## src/rtl/adder_tree_acc.sv

```systemverilog
// adder_tree_acc
//   Reduces NUM_IN packed operands per cycle through a fully registered
//   binary adder tree, then either passes the tree sum straight out (sum
//   mode) or adds it into a saturating accumulator (accumulate mode).
//   A sample carries its own valid and mode bits down the pipeline, so a
//   mode change mid-stream affects only the samples that request it.
//
// Parameters
//   BITWIDTH   width of one operand lane
//   NUM_IN     operand count, a power of two >= 2
//   ACC_WIDTH  result / accumulator width, >= BITWIDTH + log2(NUM_IN)
//   SIGNED     0 = unsigned arithmetic, 1 = two's complement
//
// Ports
//   iClk    clock, all state updates on the rising edge
//   iRst    synchronous active-high reset, highest priority
//   iEn     input valid, iData is accepted when high
//   iClr    synchronous clear: zeroes result and flag, flushes the pipeline
//   iMode   0 = sum mode, 1 = accumulate mode, travels with the sample
//   iData   packed operands, lane i = iData[i*BITWIDTH +: BITWIDTH]
//   oData   result or accumulator value
//   oValid  one-cycle pulse when oData holds a newly produced result
//   oOvf    sticky saturation flag, cleared only by iClr or iRst
//
// Latency is LOG tree levels plus the output register: a sample presented
// in cycle n appears on oData / oValid in cycle n + LOG + 1.

module adder_tree_acc #(
  parameter int BITWIDTH  = 8,
  parameter int NUM_IN    = 4,
  parameter int ACC_WIDTH = BITWIDTH + $clog2(NUM_IN) + 8,
  parameter int SIGNED    = 0
) (
  input  logic                         iClk,
  input  logic                         iRst,
  input  logic                         iEn,
  input  logic                         iClr,
  input  logic                         iMode,
  input  logic [NUM_IN*BITWIDTH-1:0]   iData,
  output logic [ACC_WIDTH-1:0]         oData,
  output logic                         oValid,
  output logic                         oOvf
);

  localparam int  LOG       = $clog2(NUM_IN);
  localparam int  SUMW      = BITWIDTH + LOG;
  localparam int  HALF      = NUM_IN / 2;
  localparam bit  IS_SIGNED = (SIGNED != 0);

  // Every tree node is kept at the final sum width. The operands are
  // extended once at the input, so each level's pairwise add is exact and
  // the top node can never overflow.
  logic [SUMW-1:0]      laneExt  [NUM_IN];
  logic [SUMW-1:0]      treeReg  [LOG][HALF];
  logic [LOG-1:0]       stageValid;
  logic [LOG-1:0]       stageMode;

  logic [SUMW-1:0]      sumTop;
  logic                 sumSign;
  logic [ACC_WIDTH:0]   sumWide;
  logic [ACC_WIDTH:0]   accWide;
  logic [ACC_WIDTH:0]   total;
  logic [ACC_WIDTH-1:0] accNext;
  logic                 accSat;

  localparam logic [ACC_WIDTH-1:0] UMAX = {ACC_WIDTH{1'b1}};
  localparam logic [ACC_WIDTH-1:0] SMAX = {1'b0, {(ACC_WIDTH-1){1'b1}}};
  localparam logic [ACC_WIDTH-1:0] SMIN = {1'b1, {(ACC_WIDTH-1){1'b0}}};

  // Extend each incoming lane to the tree width (sign or zero fill).
  always_comb begin
    for (int i = 0; i < NUM_IN; i++) begin
      logic [BITWIDTH-1:0] lane;
      lane       = iData[i*BITWIDTH +: BITWIDTH];
      laneExt[i] = {{LOG{IS_SIGNED & lane[BITWIDTH-1]}}, lane};
    end
  end

  // Adder tree. Level 0 adds input pairs, level k adds pairs of level k-1.
  // Data registers update every cycle; only the valid bits decide whether
  // the output stage uses them.
  always_ff @(posedge iClk) begin
    if (iRst) begin
      for (int k = 0; k < LOG; k++) begin
        for (int j = 0; j < HALF; j++) begin
          treeReg[k][j] <= '0;
        end
      end
    end else begin
      for (int j = 0; j < HALF; j++) begin
        treeReg[0][j] <= laneExt[2*j] + laneExt[2*j+1];
      end
      for (int k = 1; k < LOG; k++) begin
        for (int j = 0; j < (NUM_IN >> (k + 1)); j++) begin
          treeReg[k][j] <= treeReg[k-1][2*j] + treeReg[k-1][2*j+1];
        end
      end
    end
  end

  // Valid and mode bits ride alongside the tree data. A clear flushes all
  // in-flight valids and also drops the sample presented in that cycle.
  always_ff @(posedge iClk) begin
    if (iRst) begin
      stageValid <= '0;
      stageMode  <= '0;
    end else begin
      for (int k = LOG - 1; k > 0; k--) begin
        stageValid[k] <= stageValid[k-1] & ~iClr;
        stageMode[k]  <= stageMode[k-1];
      end
      stageValid[0] <= iEn & ~iClr;
      stageMode[0]  <= iMode;
    end
  end

  // Accumulate with one guard bit. For unsigned the carry out means the
  // true sum passed the maximum; for signed, a guard bit that disagrees
  // with the top bit means the true sum left the representable range and
  // the guard bit gives the direction.
  always_comb begin
    sumTop  = treeReg[LOG-1][0];
    sumSign = IS_SIGNED & sumTop[SUMW-1];
    sumWide = {{(ACC_WIDTH + 1 - SUMW){sumSign}}, sumTop};
    accWide = {IS_SIGNED & oData[ACC_WIDTH-1], oData};
    total   = accWide + sumWide;
    accNext = total[ACC_WIDTH-1:0];
    accSat  = 1'b0;
    if (IS_SIGNED) begin
      if (total[ACC_WIDTH] != total[ACC_WIDTH-1]) begin
        accSat  = 1'b1;
        accNext = total[ACC_WIDTH] ? SMIN : SMAX;
      end
    end else begin
      if (total[ACC_WIDTH]) begin
        accSat  = 1'b1;
        accNext = UMAX;
      end
    end
  end

  // Output register. A bubble leaves oData untouched and drops oValid.
  // Sum mode overwrites oData without touching the sticky flag, so a later
  // accumulate continues from that sum.
  always_ff @(posedge iClk) begin
    if (iRst || iClr) begin
      oData  <= '0;
      oValid <= 1'b0;
      oOvf   <= 1'b0;
    end else if (stageValid[LOG-1]) begin
      oValid <= 1'b1;
      if (!stageMode[LOG-1]) begin
        oData <= sumWide[ACC_WIDTH-1:0];
      end else begin
        oData <= accNext;
        if (accSat) begin
          oOvf <= 1'b1;
        end
      end
    end else begin
      oValid <= 1'b0;
    end
  end

endmodule

```

## config.mk

```make
export PLATFORM = sky130hd
export DESIGN_NAME = adder_tree_acc
export DESIGN_NICKNAME = d
export VERILOG_FILES = /design/src/rtl/adder_tree_acc.sv
export SDC_FILE = /design/constraint.sdc
export NUM_CORES = 1
export LEC_CHECK = 0
export CORE_MARGIN = 2
export CORE_UTILIZATION = 53
export CTS_CLUSTER_SIZE = 14
export DETAILED_ROUTE_END_ITERATION = 8
export MAX_ROUTING_LAYER = met4
export PLACE_DENSITY = 0.8
export SKIP_CTS_REPAIR_TIMING = 1
export SLEW_MARGIN = 40
export SYNTH_ARGS = -nofsm -noshare
export SYNTH_HDL_FRONTEND = slang
export SYNTH_SLANG_ARGS = --single-unit
export TNS_END_PERCENT = 100
```

## constraint.sdc

```tcl
create_clock -name iClk -period 2.95 [get_ports iClk]
set_input_delay 0.885 -clock iClk [delete_from_list [all_inputs] [get_ports iClk]]
set_output_delay 0.885 -clock iClk [all_outputs]
set_load 0.02 [all_outputs]
```

==> results summary, run 1 <==
The placer's final routability congestion estimate is a little under 0.9. The normalized max-slew margin is 55.71%. The register area came out at ~1000 um2. The maximum clock insertion buffer count came out at 2. The number of instances in the synthesized netlist is 352. In this run the clock root is driven by a sky130_fd_sc_hd__clkbuf_8. The depth of the worst register-to-register path is 9. The half-perimeter wire length after detailed placement is around 5.1 mm.

The final critical-path required period came out at approximately 2.7 ns. The post-synthesis cell type count is just under 60. The starting utilization of the core area is 54.74%. The xor and xnor fraction of the mapped netlist area is 4.621%. The arrival time at the worst endpoint came out at slightly below 3 ns. The final layout contains just under 500 nets. The final number of max-transition violations came out at 0. The final layout contains routed wiring with a total length of about 6.5 mm.

The detail-routed via count per cell came out at approximately 5.5. The area of the multi-input gates came out at 2038 um2. The leading area contributor after synthesis is sky130_fd_sc_hd__dfxtp_1. For this design the total switching power over the nets is about 450 uW. The number of port buffers is 56.

The worst register-to-register path begins at oData[0]$_SDFFE_PP0P_. The total internal power came out at 1212 uW. The worst setup path is captured at a register. Per report_power, the combinational group accounts for 23.0% of the total. The synthesis-stage register bit count came out at 52.

The via count of the routed design is between 2k and 3k. Setup repair after global routing left no endpoint under its margin. The post-synth net total came out at roughly 430.

The violation count after the first detailed-route iteration came out at 148. By area, the combinational part of the netlist is dominated by compound AO/OA/AOI/OAI gates. The final antenna-violating net count is 0. The number of antenna diodes in the final layout is 0. Of all flip-flops after synthesis, the portion carrying an async set or reset was 0%. sky130_fd_sc_hd__dfxtp_1 is the most common cell in the netlist. The via count of the first global-routing pass came out at roughly 2.6k.

The initial antenna violation count was 0. The fraction of synthesized area in multiplexers came out at 1.049%. The horizontal die dimension is roughly 82 um. The least setup slack across all paths after layout is 0.2119 ns. The startpoint of the worst hold path is stageValid[0]$_SDFF_PP0_. For this run, the number of Yosys warnings is 0.

The maximum net fanout on the critical path is 2. The ratio of final minimum period to clock period came out at just over 90%. The clock network fraction of design power is around 30%. Derived from the worst setup path, the maximum achievable clock frequency is roughly 370 MHz. The adder-cell area share of the yosys netlist is 16.08%.

The fill cell instance count of the final layout is just under 500. The core occupancy in the finished layout is approximately two thirds. In this run the worst hold path is classified as reg2reg. Global routing used 21.07% of the available tracks across all layers. The peak supply drop came out at 272.8 uV. TritonCTS built the clock tree. The core footprint is 5886 um2. The number of placed instances, taps included, is between 400 and 500. The number of max-cap violations is 0. The net switching fraction of the power came out at around 27%.

The share of post-route cells with drive strength above 1 came out at 9.091%. The static leakage came out at around 0.0018 uW. The die covers about 6700 um2. The first-pass iteration count of the detailed router is 4. The top-level I/O count came out at between 50 and 60.

For this run the aggregate overflow at the end of global routing stands at 0. In the final routed layout, each cell accounts on average for between 10 and 15 um. The maximum number of pins on one net before global-route repair came out at 34.

The slew at the pin with the worst max-slew slack came out at around 0.66 ns. The final-report hold violation count is 0. The clock latency of the later-clocked register in the worst-skew pair came out at about 0.3 ns.

The proportion of netlist area held by the largest area contributor is 32.31%. The nature of the critical path startpoint is an input port. The final setup violation count is 0. The layout overhead on the synthesized area is 24.82%. The vertical extent of the die came out at 81.97 um. The cell area that synthesis handed to floorplanning was around 3200 um2. The cell area power density came out at roughly 410 nW/um2.

The depth of the worst hold-timing path is 1. The worst clock skew on the final layout is between 0.008 and 0.009 ns. The critical path is of the in2reg type. The run finished with clean final reports. The simple-gate share of the synthesized area came out at between 10% and 20%. The number of enable-type register cells in the synthesized netlist is 0. The CTS sink count came out at 52.

Ranked by instance count, the synthesized netlist is headed by sky130_fd_sc_hd__dfxtp_1 (52), sky130_fd_sc_hd__ha_1 (35), sky130_fd_sc_hd__nor2_1 (27), sky130_fd_sc_hd__inv_1 (22), sky130_fd_sc_hd__nand2_1 (21). The CTS H-tree depth is 2. Timing analysis after detailed placement gives a worst setup slack of -0.07169 ns. The number of DRC violations after detailed routing came out at 0. The most instantiated flip-flop cell in the synthesis netlist is sky130_fd_sc_hd__dfxtp_1. The clock edge transition at the registers on the reported setup and hold paths came out at ~0.10 ns.

The mean post-synth cell area came out at 9.153 um2. Adding up every negative setup slack in the final design gives 0 ns. Ranked by total cell area, the synthesized netlist is headed by sky130_fd_sc_hd__dfxtp_1 (32%), sky130_fd_sc_hd__ha_1 (14%), sky130_fd_sc_hd__nor2b_1 (3.5%), sky130_fd_sc_hd__xnor2_1 (3.3%), sky130_fd_sc_hd__nor2_1 (3.1%).

The compound-cell area share of the yosys netlist is between 20% and 30%. The register share of total power came out at between 40% and 50%. The number of placement rows is 28.

The proportion of synthesized chip area in sequential cells is around a third. The number of CTS-inserted buffers is 5. The final standard cell count with taps included and fillers excluded is 493. The wire length of the first global-routing pass is 11.00 mm. In this run the critical register-to-register path is captured at oData[13]$_SDFFE_PP0P_. The end point of the worst hold path is stageValid[1]$_SDFF_PP0_. The data required time at the worst endpoint is 3.14 ns. In this run the register-to-register setup slack is around 0.37 ns.
## critical path, cell delays in order
cell and delay, ns:
sky130_fd_sc_hd__clkdlybuf4s50_1 0.43, sky130_fd_sc_hd__ha_1 0.30, sky130_fd_sc_hd__a21o_1 0.17, sky130_fd_sc_hd__a21oi_1 0.18
sky130_fd_sc_hd__o21ai_0 0.12, sky130_fd_sc_hd__a2111oi_0 0.44, sky130_fd_sc_hd__nor3_1 0.12, sky130_fd_sc_hd__mux2_2 0.28
## power groups by stage
| stage | Combinational [uW] | Clock [uW] | Sequential (uW) |
|---|---|---|---|
| 2_1_floorplan | 263 | 0 | 789 |
| 3_3_place_gp | 369 | 0 | 797 |
| 3_5_place_dp | 381 | 0 | 798 |
| 4_1_cts | 384 | 505 | 782 |
| 5_1_grt | 433 | 530 | 787 |
| 6_report | 383 | 499 | 782 |
## layout by cell type, fill, tap and decap left out, types with 4 or more instances in the layout
master                            count
sky130_fd_sc_hd__inv_1               22
sky130_fd_sc_hd__clkdlybuf4s50_1     56
sky130_fd_sc_hd__nand3_1              4
sky130_fd_sc_hd__o21bai_1             4
sky130_fd_sc_hd__o31ai_1              4
sky130_fd_sc_hd__dfxtp_1             52
sky130_fd_sc_hd__a21boi_0             4
sky130_fd_sc_hd__o221ai_1             7
sky130_fd_sc_hd__nor3_1              15
sky130_fd_sc_hd__xnor2_1             12
sky130_fd_sc_hd__nand2_1             21
sky130_fd_sc_hd__fa_1                 4
sky130_fd_sc_hd__clkbuf_8             5
sky130_fd_sc_hd__nor2_1              27
sky130_fd_sc_hd__and2_1               4
sky130_fd_sc_hd__buf_4               12
sky130_fd_sc_hd__o31a_1               5
sky130_fd_sc_hd__a21oi_1             19
sky130_fd_sc_hd__a211oi_1             4
sky130_fd_sc_hd__a21o_1               9
sky130_fd_sc_hd__xor2_1               5
sky130_fd_sc_hd__o21ai_0             12
sky130_fd_sc_hd__o21a_1               6
sky130_fd_sc_hd__ha_1                35
sky130_fd_sc_hd__nor2b_1             18
## registers in the layout, indices dropped and copies added (netlist names)
| name | cells |
|---|---|
| oData | 18 |
| treeReg | 28 |
| stageMode | 2 |
| oValid | 1 |
| stageValid | 2 |
| oOvf | 1 |
## through the flow
stage | cell area [um2] | hold slack, ns | power, uW
6_report | 4021 | 0.4417 | 1664
5_1_grt | 4021 | 0.4634 | 1749
4_1_cts | 4021 | 0.4460 | 1671
3_5_place_dp | 3906 | 0.4218 | 1178
3_3_place_gp | 3906 | 0.4095 | 1166
2_1_floorplan | 3222 | 0.4057 | 1052
## worst max-delay path by stage
stage	from	end	slack (ns)	cells after the start
2_1_floorplan	iData[17]	treeReg[0][7]$_SDFF_PP0_	0.46	7
3_3_place_gp	iData[1]	treeReg[0][16]$_DFF_P_	-0.05	8
3_5_place_dp	iData[1]	treeReg[0][16]$_DFF_P_	-0.07	8
4_1_cts	iData[17]	treeReg[0][7]$_SDFF_PP0_	0.24	8
5_1_grt	iData[17]	treeReg[0][7]$_SDFF_PP0_	0.06	8
6_report	iData[17]	treeReg[0][7]$_SDFF_PP0_	0.21	8
## cell families after synthesis
| family | after synthesis |
|---|---|
| muxes | 3 |
| xor gates and xnor gates | 17 |
| DFF | 52 |
| adders and majority gates | 39 |
| AOI/OAI and AO/OA | 97 |
| and+or+nand+nor | 112 |
| buffers and inverters | 32 |
## layout make-up
cell class	instances	share of cell area, %
inverter	22	2.054
sequential	52	25.89
clock buffer	5	1.711
multi-input combinational	268	50.68
clock inverter	3	1.151
timing repair buffer	68	16.18
tap	75	2.334
## per-layer routing
layer | global-route usage (%) | share of wire (%)
met5 | - | 0
met4 | 6.167 | 0.77
met3 | 2.198 | 2.8
met2 | 36.99 | 49
met1 | 25.49 | 47
(Power assumes the default switching activity.)
==> run 2, diff against run 1 <==
--- a/config.mk
+++ b/config.mk
@@ -5,12 +5,14 @@
 export SDC_FILE = /design/constraint.sdc
 export NUM_CORES = 1
 export LEC_CHECK = 0
+export CELL_PAD_IN_SITES_DETAIL_PLACEMENT = 2
+export CELL_PAD_IN_SITES_GLOBAL_PLACEMENT = 2
 export CORE_MARGIN = 2
-export CORE_UTILIZATION = 53
+export CORE_UTILIZATION = 32
 export CTS_CLUSTER_SIZE = 14
 export DETAILED_ROUTE_END_ITERATION = 8
 export MAX_ROUTING_LAYER = met4
-export PLACE_DENSITY = 0.8
+export PLACE_DENSITY_LB_ADDON = 0.1
 export SKIP_CTS_REPAIR_TIMING = 1
 export SLEW_MARGIN = 40
 export SYNTH_ARGS = -nofsm -noshare
==> run 2 against run 1 <==
Compared with the run above:
- maximum frequency hardly changed
- sequential power up 0.5%
- first-iteration DRC count shrank 70%
- die area rose by 62%
- clock power about the same
- clock skew increased by 0.0062 ns
- sequential share of layout area down 0.64 points
- register-to-register slack got worse by 0.11 ns
==> results summary, run 2 (synthesis results as in run 1) <==
The end point of the worst hold path is stageValid[1]$_SDFF_PP0_ (unchanged). The top-level I/O count is 57 (unchanged). The register with the highest flop count is treeReg (unchanged).

Result of the run: finished, final reports clean (unchanged). The initial antenna violation count was 0 (unchanged). The startpoint of the worst-slack reg-to-reg timing path was oData[0]$_SDFFE_PP0P_ (unchanged). The CTS sink count is 52 (unchanged). The endpoint type of the worst setup path is a register (unchanged). The worst clock skew on the final layout came out at 0.01456 ns (was 0.008358 ns). The final number of max-transition violations is 0 (unchanged). The starting utilization of the core area came to 32.96% (was 54.74%). The normalized max-slew margin was 50.52% (was 55.71%). The static leakage is 0.001791 uW (was 0.001775 uW). The routed length on met2 came to 4.507 mm (was 3.185 mm). The final-report hold violation count is 0 (unchanged). The final critical-path required period is 2.737 ns (was 2.738 ns). The maximum net fanout on the critical path was 2 (unchanged). The first-pass iteration count of the detailed router is 4 (unchanged). The least setup slack across all paths after layout is 0.2129 ns (was 0.2119 ns). The worst min-delay path category is reg2reg (unchanged). The arrival time at the worst endpoint came to 2.94 ns (was 2.93 ns). The detailed-routed wire length on met3 is 174 um (was 183 um).

The clock edge transition at the registers on the reported setup and hold paths is 0.09 ns (was 0.10 ns). The category of the critical setup timing path is in2reg (unchanged). The antenna diode instance count is 0 (unchanged).

The detail-routed net length per standard cell was 15.26 um (was 13.10 um). The nature of the critical path startpoint is an input port (unchanged). The global-route usage over all layers is 16.75% (was 21.07%). The number of placed instances, taps included is 546 (was 485). The maximum frequency from static timing analysis came out at 365.4 MHz (was 365.2 MHz). The remaining global-route overflow came out at 0 (unchanged). The fill cell instance count of the final layout came out at 1111 (was 489). The slew at the pin with the worst max-slew slack is 0.7412 ns (was 0.6634 ns). The via count of the routed design is 2867 (was 2724). The via count of the first global-routing pass came out at 3137 (was 2593). The number of CTS-inserted buffers was 5 (unchanged). The area of the die was 10890 um2 (was 6718 um2). RSZ-0062 raised after global routing: no (unchanged). The number of placement rows came out at 36 (was 28). The violation count after the first detailed-route iteration came out at 44 (was 148). The peak supply drop came out at 208.4 uV (was 272.8 uV). Largest registers ranked by flip-flop count: treeReg (28), oData (18) (unchanged). The final setup violation count came to 0 (unchanged).

The number of port buffers came to 56 (unchanged). The core footprint came out at 9774 um2 (was 5886 um2). The reg-to-reg endpoint is oData[13]$_SDFFE_PP0P_ (unchanged).

The number of max-cap violations is 0 (unchanged). The setup TNS is 0 ns (unchanged). The CTS H-tree depth is 2 (unchanged). The half-perimeter wire length after detailed placement is 6.794 mm (was 5.120 mm). The worst slack after detailed placement came out at -0.2035 ns (was -0.07169 ns). The TritonCTS clock tree is built (unchanged). The layout overhead on the synthesized area is 28.00% (was 24.82%).

The wire length of the first global-routing pass came out at 14.79 mm (was 11.00 mm). The core occupancy in the finished layout is 42.19% (was 68.32%). The depth of the worst hold-timing path is 1 (unchanged). The cell area power density came out at 410.7 nW/um2 (was 413.7 nW/um2). The final antenna-violating net count came out at 0 (unchanged).

The number of flip-flops in the largest register was 28 (unchanged). The startpoint of the worst hold path was stageValid[0]$_SDFF_PP0_ (unchanged). The placer's final routability congestion estimate is 0.7934 (was 0.8855). The number of DRC violations after detailed routing is 0 (unchanged). The data required time at the worst endpoint came out at 3.15 ns (was 3.14 ns).

The highest layer used for signal routing is met4 (unchanged). The horizontal die dimension is 104.3 um (was 81.97 um). The wire length the detailed router placed on met1 came out at 3.685 mm (was 3.038 mm).

The vertical extent of the die came out at 104.3 um (was 81.97 um). The maximum clock insertion buffer count is 2 (unchanged). The maximum number of pins on one net before global-route repair was 34 (unchanged). The aggregate routed wire length came out at 8.453 mm (was 6.457 mm). The depth of the worst register-to-register path is 9 (unchanged). Most used cells in the layout excluding fill and tap cells: sky130_fd_sc_hd__clkdlybuf4s50_1 (56), sky130_fd_sc_hd__dfxtp_1 (52), sky130_fd_sc_hd__ha_1 (35) (unchanged). The root buffer selected by CTS was sky130_fd_sc_hd__clkbuf_8 (unchanged). The ratio of final minimum period to clock period was 92.78% (was 92.82%).

The flop-to-flop setup slack is 0.26 ns (was 0.37 ns). The clock latency of the later-clocked register in the worst-skew pair is 0.31 ns (was 0.30 ns). The post-layout net count was 496 (was 493).

The leading cell type in the layout, fill and taps excluded was sky130_fd_sc_hd__clkdlybuf4s50_1 (unchanged). The share of post-route cells with drive strength above 1 is 10.21% (was 9.091%). The final standard cell count with taps included and fillers excluded is 554 (was 493).

The detail-routed via count per cell is 5.175 (was 5.525).
run 2: changes by cell type in the layout (fill, tap and decap cells not counted):
cell	previous run	this run
sky130_fd_sc_hd__a21oi_1	19	18
sky130_fd_sc_hd__clkinv_2	0	1
sky130_fd_sc_hd__inv_6	1	0
sky130_fd_sc_hd__a21oi_2	0	1
sky130_fd_sc_hd__a2111oi_2	0	1
sky130_fd_sc_hd__a2111oi_0	3	1
sky130_fd_sc_hd__buf_4	12	15
sky130_fd_sc_hd__a2111oi_1	0	1
run 2: through the flow:
stage	hold slack, ns	cell area [um2]	total power (uW)
2_1_floorplan	0.4057	3222	1052
3_3_place_gp	0.4239	4001	1187
3_5_place_dp	0.4309	4001	1208
4_1_cts	0.4550	4113	1715
5_1_grt	0.4652	4124	1801
6_report	0.4483	4124	1694
run 2: area by class of cell:
class / count / area [um2] / area share [%]
Clock inverter: 3 / 42.54 / 1.032
Inverter: 22 / 82.58 / 2.002
Timing Repair Buffer: 71 / 673.1 / 16.32
Sequential cell: 52 / 1041 / 25.24
Multi-Input combinational cell: 268 / 2049 / 49.70
Clock buffer: 5 / 68.82 / 1.669
Tap cell: 133 / 166.4 / 4.035
run 2: critical path, cell delays in order:
cell,delay [ns]
sky130_fd_sc_hd__clkdlybuf4s50_1,0.50
sky130_fd_sc_hd__ha_1,0.23
sky130_fd_sc_hd__a21o_1,0.18
sky130_fd_sc_hd__a21oi_1,0.18
sky130_fd_sc_hd__o21ai_0,0.13
sky130_fd_sc_hd__a2111oi_1,0.41
sky130_fd_sc_hd__nor3_1,0.13
sky130_fd_sc_hd__mux2_2,0.29
run 2: worst max path at each step:
stage	start	end	slack, ns	cells after the start
final	iData[25]	treeReg[0][7]$_SDFF_PP0_	0.21	8
after CTS	iData[0]	treeReg[0][17]$_DFF_P_	0.12	10
after floorplan	iData[17]	treeReg[0][7]$_SDFF_PP0_	0.46	7
after global routing	iData[25]	treeReg[0][7]$_SDFF_PP0_	0.006	8
after detailed placement	iData[0]	treeReg[0][17]$_DFF_P_	-0.20	10
after global placement	iData[1]	treeReg[0][16]$_DFF_P_	-0.12	8
run 2: layer usage:
metal  track usage, %  vias up
li1                 -     1409
met2            31.00       37
met1            19.40     1414
met4            3.764        0
met5                -        -
met3            1.692        7
run 2: power by group:
part | internal (uW) | leakage [uW] | switching [uW]
clock network | 252 | 0.0000541 | 248
logic | 209 | 0.00131 | 199
registers | 755 | 0.000427 | 31.0
total | 1220 | 0.00179 | 479
